==> config.mk <==
export PLATFORM = sky130hd
export DESIGN_NAME = skid_stream_arbiter
export DESIGN_NICKNAME = d
export VERILOG_FILES = /design/src/rtl/skid_stream_arbiter.sv
export SDC_FILE = /design/constraint.sdc
export NUM_CORES = 1
export LEC_CHECK = 0
export CAP_MARGIN = 15
export CORE_MARGIN = 8
export CORE_UTILIZATION = 44
export CTS_BUF_LIST = sky130_fd_sc_hd__clkbuf_16
export DETAILED_ROUTE_END_ITERATION = 7
export PLACE_DENSITY = 0.79
export RECOVER_POWER = 100
export REMOVE_ABC_BUFFERS = 1
export SETUP_SLACK_MARGIN = 0.02
export SLEW_MARGIN = 0
export SYNTH_ARGS = -nofsm -noshare
export SYNTH_HDL_FRONTEND = slang
export SYNTH_SLANG_ARGS = --single-unit
==> constraint.sdc <==
create_clock -name clk -period 2.49 [get_ports clk]
set_input_delay 0.249 -clock clk [delete_from_list [all_inputs] [get_ports clk]]
set_output_delay 0.249 -clock clk [all_outputs]
set_load 0.02 [all_outputs]
==> src/rtl/skid_stream_arbiter.sv <==
// Packet-locked round-robin arbiter sharing one stream port among NUM_INPUTS requesters.
// The output is the head of a 2-entry skid FIFO, so out_* and in_ready are all flop outputs.
module skid_stream_arbiter #(
  parameter int unsigned NUM_INPUTS = 4,
  parameter int unsigned DATA_WIDTH = 8,
  parameter int unsigned ID_WIDTH   = $clog2(NUM_INPUTS)
) (
  input  logic                             clk,
  input  logic                             reset,
  input  logic [NUM_INPUTS*DATA_WIDTH-1:0] in_data,
  input  logic [NUM_INPUTS-1:0]            in_last,
  input  logic [NUM_INPUTS-1:0]            in_valid,
  output logic [NUM_INPUTS-1:0]            in_ready,
  output logic [DATA_WIDTH-1:0]            out_data,
  output logic                             out_last,
  output logic                             out_valid,
  input  logic                             out_ready,
  output logic [ID_WIDTH-1:0]              grant_id,
  output logic                             grant_active
);

  typedef enum logic {IDLE, LOCKED} state_t;

  state_t                  state_q, state_d;
  logic [ID_WIDTH-1:0]     grant_q, grant_d;
  logic [ID_WIDTH-1:0]     last_grant_q, last_grant_d;
  logic [NUM_INPUTS-1:0]   in_ready_q, in_ready_d;
  logic [DATA_WIDTH-1:0]   head_data_q, head_data_d;
  logic                    head_last_q, head_last_d;
  logic                    head_valid_q, head_valid_d;
  logic [DATA_WIDTH-1:0]   skid_data_q, skid_data_d;
  logic                    skid_last_q, skid_last_d;
  logic                    skid_valid_q, skid_valid_d;

  logic [ID_WIDTH-1:0]     sel_id;
  logic                    sel_found;
  logic [DATA_WIDTH-1:0]   g_data;
  logic                    g_last;
  logic                    g_valid;
  logic                    g_ready;
  logic                    accept;
  logic                    dequeue;

  // Round-robin pick: indices above last_grant first, then wrap to the low ones.
  always_comb begin
    sel_id    = '0;
    sel_found = 1'b0;
    for (int unsigned i = 0; i < NUM_INPUTS; i++) begin
      if (!sel_found && in_valid[i] && (ID_WIDTH'(i) > last_grant_q)) begin
        sel_found = 1'b1;
        sel_id    = ID_WIDTH'(i);
      end
    end
    for (int unsigned i = 0; i < NUM_INPUTS; i++) begin
      if (!sel_found && in_valid[i] && (ID_WIDTH'(i) <= last_grant_q)) begin
        sel_found = 1'b1;
        sel_id    = ID_WIDTH'(i);
      end
    end
  end

  always_comb begin
    state_d      = state_q;
    grant_d      = grant_q;
    last_grant_d = last_grant_q;
    head_data_d  = head_data_q;
    head_last_d  = head_last_q;
    head_valid_d = head_valid_q;
    skid_data_d  = skid_data_q;
    skid_last_d  = skid_last_q;
    skid_valid_d = skid_valid_q;
    in_ready_d   = '0;
    g_data       = '0;
    g_last       = 1'b0;
    g_valid      = 1'b0;
    g_ready      = 1'b0;

    for (int unsigned i = 0; i < NUM_INPUTS; i++) begin
      if (ID_WIDTH'(i) == grant_q) begin
        g_data  = in_data[i*DATA_WIDTH +: DATA_WIDTH];
        g_last  = in_last[i];
        g_valid = in_valid[i];
        g_ready = in_ready_q[i];
      end
    end

    accept  = (state_q == LOCKED) && g_valid && g_ready;
    dequeue = head_valid_q && out_ready;

    // Skid FIFO: head feeds the port directly, skid entry refills the head on dequeue.
    if (dequeue) begin
      if (skid_valid_q) begin
        head_data_d  = skid_data_q;
        head_last_d  = skid_last_q;
        head_valid_d = 1'b1;
        skid_valid_d = accept;
        if (accept) begin
          skid_data_d = g_data;
          skid_last_d = g_last;
        end
      end else begin
        head_valid_d = accept;
        if (accept) begin
          head_data_d = g_data;
          head_last_d = g_last;
        end
      end
    end else if (accept) begin
      if (!head_valid_q) begin
        head_data_d  = g_data;
        head_last_d  = g_last;
        head_valid_d = 1'b1;
      end else begin
        skid_data_d  = g_data;
        skid_last_d  = g_last;
        skid_valid_d = 1'b1;
      end
    end

    case (state_q)
      IDLE: begin
        if (sel_found) begin
          grant_d = sel_id;
          state_d = LOCKED;
        end
      end
      LOCKED: begin
        if (accept && g_last) begin
          last_grant_d = grant_q;
          state_d      = IDLE;
        end
      end
      default: state_d = IDLE;
    endcase

    // Ready next cycle only if one more beat can land even without a dequeue.
    if ((state_d == LOCKED) && !(head_valid_d && skid_valid_d)) begin
      in_ready_d = NUM_INPUTS'(1) << grant_d;
    end
  end

  always_ff @(posedge clk or posedge reset) begin
    if (reset) begin
      state_q      <= IDLE;
      grant_q      <= ID_WIDTH'(NUM_INPUTS - 1);
      last_grant_q <= ID_WIDTH'(NUM_INPUTS - 1);
      in_ready_q   <= '0;
      head_data_q  <= '0;
      head_last_q  <= 1'b0;
      head_valid_q <= 1'b0;
      skid_data_q  <= '0;
      skid_last_q  <= 1'b0;
      skid_valid_q <= 1'b0;
    end else begin
      state_q      <= state_d;
      grant_q      <= grant_d;
      last_grant_q <= last_grant_d;
      in_ready_q   <= in_ready_d;
      head_data_q  <= head_data_d;
      head_last_q  <= head_last_d;
      head_valid_q <= head_valid_d;
      skid_data_q  <= skid_data_d;
      skid_last_q  <= skid_last_d;
      skid_valid_q <= skid_valid_d;
    end
  end

  assign in_ready     = in_ready_q;
  assign out_data     = head_data_q;
  assign out_last     = head_last_q;
  assign out_valid    = head_valid_q;
  assign grant_id     = grant_q;
  assign grant_active = (state_q == LOCKED);

endmodule

# After elaboration in Yosys (flattened, before gate mapping)
# Index checks and enable logic that the tools add are counted.
# totals
register_bits	29
output_inout_bits	17
wordCells	123
# op_classes
magnitude_cmp	8
eq_ne	5
shifts	1
n_mux	62
n_bitwise	1
n_reduce_logical	36
# ops
operator	n
two-way mux 8 bit	13
two-way mux 1 bit	39
logical AND 1 bit	21
two-way mux 2 bit	8
zero test 1 bit	8
AND reduction 3 bit	2
nonzero test 2 bit	3
equality test 2 bit, first input constant	2
> comparator 1 x 2 -> 1 bit, first input constant	2
> comparator 2 bit, first input constant	2
<= comparator 1 x 2 -> 1 bit, first input constant	2
<= comparator 2 bit, first input constant	2
two-way mux 4 bit	1
<< shifter 1 x 2 -> 4 bit, first input constant	1
equality test 1 x 2 -> 1 bit, first input constant	1
zero test 2 bit	1
inequality test 2 x 1 -> 1 bit, second input constant	1
inequality test 2 bit, second input constant	1
one-hot mux 1 bit (2 select lines)	1
AND reduction 2 bit	1
inverter 1 bit	1

# Depth between registers and ports, before layout
# Gate-level depths: netlist of the first run.
# logic_depth
ltp_word	35
mapped_depth	6
depth_no_buf	6

# Worst setup path before layout of the first run
# OpenSTA, ideal clock, no wires.
# synth_path
path_type	flip-flop to flip-flop
from	reg grant_q[0] (netlist: grant_id[0])
to	reg head_data_q[0] (netlist: out_data[0])
arrival_ns	1.833
setup_slack_ns	0.532
path_stages_with_launch	5
path_buffers	1
synth_period_minus_slack_ns	1.958
cell_sequence	dfstp_2 buf_6 mux4_2 mux2_2 mux2_4
# synth_via
elab_chain_len	9
# synth_rtl
element	line_no	source
from (decl)	25	logic [ID_WIDTH-1:0] grant_q, grant_d;
from (signal assigned)	145	grant_q <= ID_WIDTH'(NUM_INPUTS - 1);
from (signal assigned)	156	grant_q <= grant_d;
zero test 2 bit	79	if (ID_WIDTH'(i) == grant_q) begin
two-way mux 1 bit (4 in series)	79	
logical AND 1 bit (2 in series)	87	accept = (state_q == LOCKED) && g_valid && g_ready;
nonzero test 2 bit (no source line)	-	
AND reduction 3 bit (no source line)	-	
to (signal assigned)	159	head_data_q <= head_data_d;
to (decl)	28	logic [DATA_WIDTH-1:0] head_data_q, head_data_d;
# Several ways; a longest one is shown, not always the timed one. The select of a mux whose other input is x is not followed.
# A chain may end at the register's enable or synchronous reset.

# Worst setup path after layout of the first run
# layout_path
from	reg grant_q[0] (netlist: grant_id[0])
to	reg in_ready_q[0] (netlist: in_ready[0])
# layout_via
elab_chain_len	13
# layout_rtl
element	line_no	source
zero test 2 bit	79	
two-way mux 1 bit (4 in series)	79	
logical AND 1 bit (2 in series)	87	
two-way mux 1 bit, on equally long branches	108, 92	
two-way mux 1 bit	91	if (dequeue) begin
logical AND 1 bit	137	if ((state_d == LOCKED) && !(head_valid_d && skid_valid_d)) begin
zero test 1 bit	137	
logical AND 1 bit	137	
two-way mux 4 bit *	137	
via in_ready_d[0]	27	logic [NUM_INPUTS-1:0] in_ready_q, in_ready_d;
to (signal assigned)	158	in_ready_q <= in_ready_d;
to (decl)	27	
# Mark *: on every way through the listed nets, which the timed path passes. The rest lies on a longest branch.

==> results.sh, run 1 <==
export IMPL_vias=1263
export IMPL_cts_repair_resized=0
export IMPL_path_class="reg -> reg"
export IMPL_cts_hold_fix_buffers=0
export IMPL_syn_to_final_growth_pct=45.6
export IMPL_antenna_found_initial=0
export IMPL_finalCritPeriodShare_pct=90.6
export IMPL_yosysSeqAreaShare_pct=44.3
export IMPL_multi_input_area_um2=837
export IMPL_min_path_type="reg -> reg"
export IMPL_r2r_cells=4
export IMPL_grt_setup_unrepaired="false"
export IMPL_path_clk_slew_ps=50
export IMPL_num_rows=22
export IMPL_synth_top_family_by_area="multiplexers"
export IMPL_totalPowerFinal_mw=2.95
export IMPL_setup_viol=0
export IMPL_start_util_pct=45.4
export IMPL_cts_path_max_buffers=2
export IMPL_synth_area_leaders="dfrtp_1, mux4_2, mux2_4"
export IMPL_drt_antenna_violating_nets=0
export IMPL_cts_sinks=29
export IMPL_drt_total_wl_um=4210
export IMPL_viasPerCell=5.49
export IMPL_r2r_end="in_ready[0]"
export IMPL_antenna_cells=0
export IMPL_regArea_um2=731
export IMPL_io_buffers=59
export IMPL_netlist_instances=117
export IMPL_yosysUniqueCellTypes=35
export IMPL_slew_headroom_pct=-0.629
export IMPL_powerDensity_mw_per_mm2=1230
export IMPL_gp_congestion=0.832
export IMPL_period_minus_slack_ps=2260
export IMPL_cts_setup_buffers=0
export IMPL_timing_fmax_ghz=0.443
export IMPL_synthAdderAreaFrac_pct=0.682
export IMPL_cts_root_buffer="clkbuf_16"
export IMPL_routedWlPerCell_um=18.3
export IMPL_synthXorXnorAreaFrac_pct=0
export IMPL_cp_max_fo=16
export IMPL_synthSimpleGateAreaFrac_pct=9.70
export IMPL_synth_compound_area_share_pct=8.26
export IMPL_skew_ps=6.09
export IMPL_synth_seq_cells=29
export IMPL_syn_area_mm2=0.00165
export IMPL_critPathCapture="in_ready[0]"
export IMPL_grt_max_degree=30
export IMPL_p_leak_nw=0.969
export IMPL_dp_cells=222
export IMPL_ys_warn_count=0
export IMPL_die_h_um=77.2
export IMPL_worst_pin_slew_ps=1510
export IMPL_start_kind="flip-flop"
export IMPL_firstDrtPassIters=4
export IMPL_grt_use_total_pct=14.4
export IMPL_finalHoldViolCount=0
export IMPL_drt_iter0_markers=61
export IMPL_cts_inserted_buffers=5
export IMPL_rrSetupSlack_ps=230
export IMPL_synth_area_mux_share_pct=34.7
export IMPL_worstSetupEndpointType="flip-flop"
export IMPL_report_final_slew_viol_count=30
export IMPL_clk_latency_ps=270
export IMPL_core_area_mm2=0.00363
export IMPL_cp_required_ps=2650
export IMPL_netlist_area_leader_share_pct=37.9
export IMPL_status="finished with violations"
export IMPL_place_hpwl_um=3210
export IMPL_violations="capacitance limit, slew limit"
export IMPL_grt_first_pass_wirelength_um=7020
export IMPL_grt_pass1_vias=1419
export IMPL_r2r_start="grant_id[0]"
export IMPL_remaining_drc_errors=0
export IMPL_fin_cells=230
export IMPL_die_x_um=77.2
export IMPL_htree_levels=2
export IMPL_peakVddDrop_uv=789
export IMPL_fin_setup_tns_ps=0
export IMPL_timing_hold_ws_ps=490
export IMPL_n_fill_cell=280
export IMPL_io_pins=60
export IMPL_num_nets_final=224
export IMPL_arrival_ps=2410
export IMPL_syn_avg_cell_area_um2=14.1
export IMPL_cp_startpoint="grant_id[0]"
export IMPL_cts_tree="yes"
export IMPL_die_area_mm2=0.00597
export IMPL_layout_drive_gt1_share_pct=19.8
export IMPL_yosys_area_top_type="dfrtp_1"
export IMPL_grt_ovfl_total=0
export IMPL_maxCapViolations=1
-- cells in the mapped netlist, drive strengths merged --
master,instances
o221ai,2
o31ai,1
inv,5
nand4b,1
nor2b,2
nor2,3
buf,2
o21a,1
a21o,1
clkbuf,1
mux2,29
or2b,1
nand2b,2
maj3,1
o211ai,1
dfrtp,25
nor4,3
nand2,6
nor4b,2
nand4,1
dfstp,4
a311oi,1
nand3,3
o21ai,5
a21oi,3
o2bb2ai,1
mux2i,1
mux4,9
-- metal layers --
layer / wire length [um] / global-route usage, % / vias to the layer above
li1: - / - / 578
met1: 1730 / 17.4 / 626
met2: 2160 / 23.7 / 55
met3: 270 / 4.31 / 4
met4: 51 / 5.09 / 0
met5: 0 / 0 / -
-- placed cells by master, fill, tap and decap left out, types with 2 or more instances in the layout --
| cell | count |
|---|---|
| clkdlybuf4s50_1 | 41 |
| dfrtp_1 | 25 |
| mux2_1 | 19 |
| dlygate4sd3_1 | 18 |
| mux4_2 | 9 |
| mux2_2 | 9 |
| nand2_1 | 6 |
| inv_1 | 6 |
| clkbuf_16 | 5 |
| nor2_1 | 3 |
| o21ai_0 | 3 |
| nor4_1 | 3 |
| dfstp_2 | 3 |
| nand2b_1 | 2 |
| nand3_1 | 2 |
| nor2b_1 | 2 |
| o221ai_1 | 2 |
| a21oi_1 | 2 |
| nor4b_2 | 2 |
-- worst max-delay path, stage by stage, from the launching register on --
cell and delay (ps):
dfstp_2 800, mux4_2 610, o211ai_1 190, nand2_1 250, nor4_1 290
-- metrics by stage --
step | util, % | area, um^2 | setup slack (ps)
after floorplan | - | 1630 | 479
after global placement | 63.0 | 2290 | 313
after detailed placement | 63.0 | 2290 | 263
after CTS | 67.5 | 2450 | 252
after global routing | 66.2 | 2400 | 96.3
final | 66.2 | 2400 | 234
-- sequential cells by signal (all words and copies together) (netlist names) --
signal / flops
skid_last_q: 1
out_last: 1
grant_id: 2
skid_valid_q: 1
grant_active: 1
last_grant_q: 2
out_data: 8
out_valid: 1
skid_data_q: 8
in_ready: 4
-- cell families after synthesis --
| kind of cell | count (synthesis) |
|---|---|
| AOI/OAI and AO/OA | 16 |
| adders and majority gates | 1 |
| buffers and inverters | 8 |
| DFF | 29 |
| muxes | 39 |
| and+or+nand+nor | 24 |
-- layout make-up --
| class | instances | area share, % |
|---|---|---|
| clock buffers | 5 | 5.21 |
| clock inverters | 3 | 1.56 |
| inverters | 5 | 0.781 |
| multi-input cells | 80 | 34.8 |
| flip-flops and latches | 29 | 30.4 |
| well taps | 48 | 2.50 |
| repair buffers | 60 | 24.7 |
-- worst min-delay path by stage --
stage              startpoint        endpoint  slack, ps  depth (start not counted)
3_5_place_dp   skid_data_q[6]  skid_data_q[6]        480                          1
6_report       skid_data_q[6]  skid_data_q[6]        490                          1
2_1_floorplan           reset    grant_active        320                          1
4_1_cts                 reset     out_data[3]        370                          3
5_1_grt        skid_data_q[5]  skid_data_q[5]        520                          1
3_3_place_gp   skid_data_q[0]  skid_data_q[0]        470                          1
-- where the power goes --
| group | internal, mW | total [mW] | switching, mW |
|---|---|---|---|
| Clock | 0.462 | 0.645 | 0.183 |
| Sequential | 0.732 | 0.980 | 0.248 |
| Combinational | 0.721 | 1.32 | 0.599 |
| Total | 1.92 | 2.95 | 1.03 |
No activity file was read; power rests on OpenSTA's default activity.
==> inputs of run 2 (changes only) <==
--- a/config.mk
+++ b/config.mk
@@ -10,11 +10,12 @@
 export CORE_UTILIZATION = 44
 export CTS_BUF_LIST = sky130_fd_sc_hd__clkbuf_16
 export DETAILED_ROUTE_END_ITERATION = 7
+export MAX_ROUTING_LAYER = met4
 export PLACE_DENSITY = 0.79
 export RECOVER_POWER = 100
 export REMOVE_ABC_BUFFERS = 1
 export SETUP_SLACK_MARGIN = 0.02
-export SLEW_MARGIN = 0
+export SLEW_MARGIN = 20
 export SYNTH_ARGS = -nofsm -noshare
 export SYNTH_HDL_FRONTEND = slang
 export SYNTH_SLANG_ARGS = --single-unit
==> results.sh, run 2 (synthesis results as in run 1) <==
export IMPL_status="finished with violations"
export IMPL_violations="capacitance limit, slew limit"
export IMPL_skew_ps=6.30
export IMPL_critPathCapture="in_ready[2]"
export IMPL_cts_repair_resized=0
export IMPL_cp_num_buf_inv=0
export IMPL_drt_antenna_violating_nets=0
export IMPL_antenna_cells=0
export IMPL_finalHoldViolCount=0
export IMPL_cts_inserted_buffers=5
export IMPL_report_final_slew_viol_count=30
export IMPL_maxCapViolations=1
export IMPL_period_minus_slack_ps=2260
export IMPL_num_nets_final=224
export IMPL_remaining_drc_errors=0
export IMPL_routedWlPerCell_um=18.2
export IMPL_r2r_end="in_ready[2]"
export IMPL_grt_setup_unrepaired="false"
export IMPL_grt_first_pass_wirelength_um=7020
export IMPL_num_rows=22
export IMPL_min_path_type="reg -> reg"
export IMPL_fin_setup_tns_ps=0
export IMPL_die_area_mm2=0.00597
export IMPL_antenna_found_initial=0
export IMPL_dp_cells=222
export IMPL_grt_pass1_vias=1421
export IMPL_worstSetupEndpointType="flip-flop"
export IMPL_path_clk_slew_ps=50
export IMPL_slew_headroom_pct=-0.715
export IMPL_p_leak_nw=0.973
export IMPL_timing_hold_ws_ps=492
export IMPL_worst_pin_slew_ps=1510
export IMPL_r2r_cells=4
export IMPL_cpLargestDelayFamily="flip-flops"
export IMPL_cts_tree="yes"
export IMPL_start_util_pct=45.4
export IMPL_cts_hold_fix_buffers=0
export IMPL_gp_congestion=0.845
export IMPL_cp_slowest_cell="dfstp_2"
export IMPL_place_hpwl_um=3210
export IMPL_grt_max_degree=30
export IMPL_setup_viol=0
export IMPL_cts_path_max_buffers=2
export IMPL_grt_use_total_pct=14.9
export IMPL_viasPerCell=5.47
export IMPL_crit_chain="mux4_2 > o211ai_1 > nand2_1 > nor4_1"
export IMPL_cts_setup_buffers=0
export IMPL_cp_max_fo=16
export IMPL_cts_sinks=29
export IMPL_path_depth=4
export IMPL_drt_total_wl_um=4190
export IMPL_htree_levels=2
export IMPL_n_fill_cell=278
export IMPL_layout_commonest_cell="clkdlybuf4s50_1"
export IMPL_firstDrtPassIters=4
export IMPL_cp_required_ps=2650
export IMPL_fin_cells=230
export IMPL_rrSetupSlack_ps=230
export IMPL_drt_iter0_markers=81
export IMPL_start_kind="flip-flop"
export IMPL_clk_latency_ps=270
export IMPL_cp_startpoint="grant_id[0]"
export IMPL_arrival_ps=2420
export IMPL_peakVddDrop_uv=787
export IMPL_timing_fmax_ghz=0.443
export IMPL_r2r_start="grant_id[0]"
export IMPL_powerDensity_mw_per_mm2=1230
export IMPL_syn_to_final_growth_pct=45.9
export IMPL_cpPeakStageDelay_ps=800
export IMPL_layout_common_cells="clkdlybuf4s50_1, dfrtp_1, mux2_1, dlygate4sd3_1"
export IMPL_path_class="reg -> reg"
export IMPL_core_area_mm2=0.00363
export IMPL_io_pins=60
export IMPL_cts_root_buffer="clkbuf_16"
export IMPL_io_buffers=59
export IMPL_layout_drive_gt1_share_pct=20.3
export IMPL_die_h_um=77.2
export IMPL_grt_ovfl_total=0
export IMPL_final_util_pct=66.3
export IMPL_die_x_um=77.2
export IMPL_totalPowerFinal_mw=2.96
export IMPL_finalCritPeriodShare_pct=90.8
export IMPL_vias=1258
run 2: worst min path at each step:
stage               depth (start not counted)        endpoint  slack, ps           start
CTS                                         3     out_data[3]        370           reset
detailed placement                          1  skid_data_q[6]        480  skid_data_q[6]
global route                                1  skid_data_q[5]        520  skid_data_q[5]
global placement                            1  skid_data_q[0]        470  skid_data_q[0]
floorplan                                   1    grant_active        320           reset
finish                                      1  skid_data_q[6]        490  skid_data_q[6]
run 2: area by class of cell:
type / instances / area [um^2] / area share [%]
inverter: 5 / 18.8 / 0.780
sequential: 29 / 731 / 30.4
timing repair buffer: 60 / 594 / 24.7
clock inverter: 3 / 37.5 / 1.56
clock buffer: 5 / 125 / 5.20
multi-input combinational: 80 / 841 / 34.9
tap: 48 / 60.1 / 2.49
run 2: worst reg2reg max path: cells and delay by family, from the launching register on:
family	cells	cell delay, ps
flops	1	800
mux	1	620
simple gates	2	540
compound gates	1	200
run 2: where the power goes:
group	switching [mW]	internal (mW)	total [mW]
Clock	0.184	0.462	0.646
Sequential	0.248	0.732	0.980
Combinational	0.600	0.734	1.33
run 2: metal layers:
| layer | track usage, % | share of wire (%) | up-vias |
|---|---|---|---|
| met3 | 3.96 | 4.5 | 4 |
| met5 | - | 0 | - |
| met4 | 5.09 | 1.2 | 0 |
| met1 | 17.6 | 43 | 633 |
| met2 | 23.8 | 51 | 44 |
| li1 | - | - | 577 |
run 2: per-stage QoR:
stage / area, um^2 / setup slack, ps
global placement: 2290 / 313
global route: 2410 / 96.3
detailed placement: 2290 / 263
CTS: 2450 / 252
finish: 2410 / 230
floorplan: 1630 / 479
